## src/rtl/fifo_rd_cntrl.sv

```systemverilog
// -----------------------------------------------------------------------------
// fifo_rd_cntrl
// Read-side controller of the async FIFO. Lives in the read clock domain, owns
// the binary and Gray read pointers, detects empty against the already
// synchronised Gray write pointer, drives the memory read address and
// prefetches one word into a registered valid/ready output stage.
//
// Ports:
//   i_r_clk      read-domain clock
//   i_rst        asynchronous reset, active-high
//   i_rq2_wptr   Gray write pointer, synchronised into i_r_clk
//   i_rd_data    memory read data (combinational from o_rd_addr)
//   i_rd_ready   consumer accepts o_rd_data this cycle
//   o_rd_addr    memory read address (low bits of binary read pointer)
//   o_rptr_gray  registered Gray read pointer, to the write-domain synchroniser
//   o_empty      memory holds no unread word (output stage excluded)
//   o_rd_valid   o_rd_data holds a word not yet accepted
//   o_rd_data    registered output word
//   o_rd_level   words in memory, excluding output stage (0..2^ADDR_WIDTH)
// -----------------------------------------------------------------------------
module fifo_rd_cntrl #(
    parameter int DATA_WIDTH = 8,
    parameter int ADDR_WIDTH = 5
) (
    input  logic                  i_r_clk,
    input  logic                  i_rst,
    input  logic [ADDR_WIDTH:0]   i_rq2_wptr,
    input  logic [DATA_WIDTH-1:0] i_rd_data,
    input  logic                  i_rd_ready,
    output logic [ADDR_WIDTH-1:0] o_rd_addr,
    output logic [ADDR_WIDTH:0]   o_rptr_gray,
    output logic                  o_empty,
    output logic                  o_rd_valid,
    output logic [DATA_WIDTH-1:0] o_rd_data,
    output logic [ADDR_WIDTH:0]   o_rd_level
);

    localparam int PW = ADDR_WIDTH + 1;

    function automatic logic [PW-1:0] bin2gray(input logic [PW-1:0] b);
        return b ^ (b >> 1);
    endfunction

    function automatic logic [PW-1:0] gray2bin(input logic [PW-1:0] g);
        logic [PW-1:0] b;
        b[PW-1] = g[PW-1];
        for (int k = PW - 2; k >= 0; k--) begin
            b[k] = b[k+1] ^ g[k];
        end
        return b;
    endfunction

    logic [PW-1:0]         rbin_r;
    logic [PW-1:0]         rgray_r;
    logic                  valid_r;
    logic [DATA_WIDTH-1:0] data_r;
    logic [PW-1:0]         rbin_next_s;
    logic                  empty_s;
    logic                  pop_s;
    logic                  drain_s;

    // The extra pointer MSB makes full and empty distinguishable, so plain
    // equality of the Gray pointers is an exact empty test.
    assign empty_s = (rgray_r == i_rq2_wptr);
    assign pop_s   = ~empty_s & (~valid_r | i_rd_ready);
    assign drain_s = valid_r & i_rd_ready;

    // Next binary read pointer: advance by one on every pop.
    always_comb begin
        rbin_next_s = rbin_r;
        if (pop_s) begin
            rbin_next_s = rbin_r + PW'(1);
        end else begin
            rbin_next_s = rbin_r;
        end
    end

    // Pointer registers and the one-word output stage.
    always_ff @(posedge i_r_clk or posedge i_rst) begin
        if (i_rst) begin
            rbin_r  <= {PW{1'b0}};
            rgray_r <= {PW{1'b0}};
            valid_r <= 1'b0;
            data_r  <= {DATA_WIDTH{1'b0}};
        end else begin
            rbin_r  <= rbin_next_s;
            // Gray taken from the next binary value so both update together.
            rgray_r <= bin2gray(rbin_next_s);
            if (pop_s) begin
                // Accept-and-pop in one edge replaces the word with no bubble.
                valid_r <= 1'b1;
                data_r  <= i_rd_data;
            end else if (drain_s) begin
                valid_r <= 1'b0;
                data_r  <= data_r;
            end else begin
                valid_r <= valid_r;
                data_r  <= data_r;
            end
        end
    end

    assign o_rd_addr   = rbin_r[ADDR_WIDTH-1:0];
    assign o_rptr_gray = rgray_r;
    assign o_empty     = empty_s;
    assign o_rd_valid  = valid_r;
    assign o_rd_data   = data_r;
    // Conservative: the write pointer is stale by the synchroniser delay.
    assign o_rd_level  = gray2bin(i_rq2_wptr) - rbin_r;

endmodule
```

## config.mk

```make
export PLATFORM = sky130hd
export DESIGN_NAME = fifo_rd_cntrl
export DESIGN_NICKNAME = d
export VERILOG_FILES = /design/src/rtl/fifo_rd_cntrl.sv
export SDC_FILE = /design/constraint.sdc
export NUM_CORES = 1
export LEC_CHECK = 0
export ABC_AREA = 0
export BUFFER_PORTS_ARGS = -buffer_cell sky130_fd_sc_hd__buf_2
export CORE_MARGIN = 2
export CORE_UTILIZATION = 40
export DETAILED_ROUTE_END_ITERATION = 8
export GPL_ROUTABILITY_DRIVEN = 0
export PLACE_DENSITY = 0.73
export SKIP_CTS_REPAIR_TIMING = 1
export SYNTH_ARGS = -nofsm -noshare
export SYNTH_HDL_FRONTEND = slang
export SYNTH_SLANG_ARGS = --single-unit
```

## constraint.sdc

```tcl
create_clock -name i_r_clk -period 2.3 [get_ports i_r_clk]
set_input_delay 0.115 -clock i_r_clk [delete_from_list [all_inputs] [get_ports i_r_clk]]
set_output_delay 0.115 -clock i_r_clk [all_outputs]
set_load 0.01 [all_outputs]
```

==> Word-level counts from Yosys, hierarchy flattened <==
Index checks and enable logic that the tools add are counted.
{ "word_totals": {"n_memories": 0, "mem_bits_ro": 0, "ff_bits": 21, "ramBits": 0, "latch_bits": 0, "word_cells": 22} }
{ "classes": {"mux": 3, "shifts": 0, "addsub": 2, "n_reduce_logical": 1, "eq_ne": 1, "n_lt_le_gt_ge": 0, "bitwise": 11, "n_div": 0, "n_mul": 0} }
{ "ops": {"columns": ["operator", "count"], "rows": [
  ["$add 6x1->6 const B", 1],
  ["$eq 6x6->1", 1],
  ["$mux 6", 1],
  ["$sub 6x6->6", 1],
  ["$xor 6x5->6", 1],
  ["$xor 1x1->1", 5],
  ["$and 1x1->1", 2],
  ["$mux 1", 2],
  ["$not 1->1", 2],
  ["$reduce_bool 2->1", 1],
  ["$or 1x1->1", 1]
]} }

==> Depth between registers and ports, before layout <==
{ "depth": {"ltp_word": 6, "depth_mapped": 11} }

==> Worst setup path after synthesis <==
Ideal clock, no wire load.
{ "synth_path": {"path_kind": "input port to output port", "start": "input i_rq2_wptr[5]", "end": "output o_rd_level[5]", "cell_stages": 11, "path_buffers": 0, "slack_ns": 0.033, "arrival_time_ns": 2.152, "path_cell_list": "xor2_1 -> xnor2_1 -> xnor2_2 -> xnor2_2 -> inv_1 -> ha_1 -> nor2b_1 -> o21ai_0 -> a21boi_0 -> or4_1 -> nand3_1"} }
{ "synth_between": {"elab_chain_len": 6} }
{ "synth_lines": {"columns": ["item", "line", "rtl"], "rows": [
  ["start, declared", "27", "input logic [ADDR_WIDTH:0] i_rq2_wptr,"],
  ["$xor 1x1->1 (5 in series)", "48", "b[k] = b[k+1] ^ g[k];"],
  ["$sub 6x6->6 (*)", "109", "assign o_rd_level = gray2bin(i_rq2_wptr) - rbin_r;"],
  ["end, declared", "35", "output logic [ADDR_WIDTH:0] o_rd_level"]
]} }
Mark *: on every way between the ends. The rest lies on a longest branch, timed or not.

==> Worst setup path in the final report <==
Same ends and word-level chain as after synthesis.

==> reports/summary.txt <==
CP endpoint kind: primary output
First-pass GRT wire length: 4240 um
Sw Ratio: 0.408
Post-synthesis async set-or-reset flop share: 1.00
Crit path cell chain: buf_8 -> xor2_4 -> xnor2_4 -> xnor2_4 -> xnor2_2 -> xor2_1 -> ha_2 -> nor2b_1 -> o21ai_1 -> a21boi_1 -> or4_1 -> nand3_1 -> buf_2
Starting Density: 0.422
Pin count of the biggest net entering global routing: 21
Setup slack, reg-to-reg: 300 ps
Period Utilization, post-route: 1.06
Hold WC Path Type: input port to flip-flop
Power density cells: 1360 mW/mm2
H-tree depth: 1
Commonest non-fill, non-tap cell in the layout: buf_2
Fillers: 273
NumNets Final: 197
Critical path peak fanout: 3
Min setup slack post-route: -141 ps
Unique masters post-synth: 30
Via count of the first global-routing pass: 1018
Startpoint Class: input port
IO Port Bufs: 43
Final wirelength: 2620 um
RSZ-0062 raised after global routing: yes
Top cell type by total area after synthesis: dfrtp_1
I/O Pins: 44
Failing checks: setup timing
Util after Layout: 0.589
Worst-Skew Late Latency: 310 ps
Initial antenna violation count: 0
Worst Skew: 8.75 ps
Worst path max stage delay: 400 ps
CTS root buf: clkbuf_4
Peak supply drop: 0.463 mV
FP Rows: 20
Die Footprint: 0.00369 mm2
R2R depth: 5
Flop pwr share: 0.256
Final hold violation count: 0
Overall Global Routing Usage: 0.156
Syn Nets: 137
Wire per inst: 12.1 um
Multi-input gate area in the final layout: 798 um2
Setup CP Type: input port to primary output
Die Span X: 60.7 um
Avg Inst Size Synth: 11.4 um2
Crit path top cell by count: xnor2_4
Comb power frac: 0.627
TritonCTS clock tree: done
Fmax: 410 MHz
Leak pwr: 0.896 nW
CTS Buffer Depth: 2
End point of the critical path: o_rd_level[5]
Vias post-DR: 981
EDFF count, synth: 0
Slowest cell on crit path: or4_1
Layout area overhead: 39.6%
Worst endpoint required time: 2180 ps
Drt via density: 4.54
Sequential area share after synthesis: 0.389
# setup viols final: 2
Synth Flop Type: dfrtp_1
Area occupied by registers: 500 um2
Worst Path Buf+Inv: 2
Share of the synthesized area in the top cell type: 0.389
DRT iter0 DRCs: 15
Synth top area cells: dfrtp_1 39%, mux2_4 10%, xnor2_1 9.5%, xor2_1 7.5%, ha_1 5.8%
Reg-to-reg startpoint: rbin_r[5]
Final slew viol count: 0
Cts bufs inserted: 3
Clock sinks: 20
Final antenna-violating net count: 0
Proportion of layout cells with a drive suffix above 1: 0.488
Final HPWL DP: 2040 um
Critical Path AT: 2330 ps
Cell count along the critical path: 13
Status: finished, violations left
Slew margin rel.: 0.529
Number of diodes: 0
# Max-Cap Violations: 0
Synthesis-stage register bit count: 20
First-pass DRT Iterations: 4
Pre-CTS setup slack: -328 ps
YS warnings: 0
GRT overflow: 0
Post-Syn Area: 0.00129 mm2
Most frequent cells in the layout: 41 x buf_2, 20 x dfrtp_1, 12 x inv_1, 12 x xnor2_1, 11 x buf_4
Post-Synthesis Cells: 113
Die H: 60.7 um
CP top delay family: XOR/XNOR gates
Crit path from: i_rq2_wptr[5]
Internal power: 1.45 mW
End of the worst register-to-register path: o_rptr_gray[0]
Slew @ Worst Pin: 706 ps
Clk pwr share: 0.118
# DRC: 0
Minimum clock period: 2440 ps
Sw Pwr: 1.00 mW
Clk pin slew, worst setup/hold paths: 120 ps
Fin Hold WS: 23.5 ps
Core Footprint: 0.00305 mm2
[logic make-up after synthesis]
group,synth area share
buffers and inverters,0.0466
and+or+nand+nor,0.0962
adders and majority gates,0.0739
DFF,0.389
AOI/OAI and AO/OA,0.0573
muxes,0.129
xor gates and xnor gates,0.208
[per-stage QoR]
stage	cell area (um2)	setup TNS (ps)	std cells	total power, mW
after floorplan	1290	0	113	1.58
after global placement	1620	-373	208	2.00
after detailed placement	1620	-755	208	2.06
after CTS	1670	-872	212	2.36
after global routing	1800	-655	216	2.67
final	1800	-249	216	2.45
[worst min path at each step]
stage	from	end	slack, ps	cells after the start
after floorplan	i_rst	o_rd_data[0]	80	1
after global placement	i_rst	o_rd_data[3]	260	2
after detailed placement	i_rst	o_rd_data[0]	270	2
after CTS	i_rst	o_rd_valid	-80	2
after global routing	i_rd_data[2]	o_rd_data[2]	20	2
final	i_rd_data[6]	o_rd_data[6]	20	2
[layer usage]
layer	share of wire	track usage	routed length [um]
met1	0.42	0.194	1110
met3	0.062	0.0256	163
met4	0.021	0.0776	55
met5	0	0	0
met2	0.49	0.263	1290
[layout make-up]
| class | count | area share |
|---|---|---|
| multi-input cells | 79 | 0.444 |
| flip-flops and latches | 20 | 0.278 |
| repair buffers | 57 | 0.193 |
| well taps | 44 | 0.0306 |
| inverters | 12 | 0.0251 |
| clock inverters | 1 | 0.0167 |
| clock buffers | 3 | 0.0125 |
[flip-flops by register name, indices dropped and copies added, names as in the netlist]
signal       flops
o_rd_data        8
o_rd_valid       1
o_rptr_gray      5
rbin_r           6
[Yosys cell counts, drive strengths merged (2+ instances only)]
master	count
dfrtp	20
xnor2	16
inv	12
xor2	12
mux2	10
nand2	9
ha	6
a21oi	4
nor2	3
mux2i	2
nand3	2
o21ai	2
[worst register-to-register path: stages, from the launching register on]
cell and delay (ps):
dfrtp_1 460, xor2_2 210, nor4_4 420, a21bo_4 350
mux2_4 340, xnor2_1 120
[power groups by stage]
stage / Clock (mW) / Combinational, mW / Sequential [mW]
6_report: 0.289 / 1.54 / 0.627
5_1_grt: 0.305 / 1.71 / 0.650
4_1_cts: 0.290 / 1.44 / 0.629
3_5_place_dp: 0 / 1.43 / 0.634
3_3_place_gp: 0 / 1.37 / 0.630
2_1_floorplan: 0 / 0.901 / 0.674
Power figures use the tool's default switching activity.
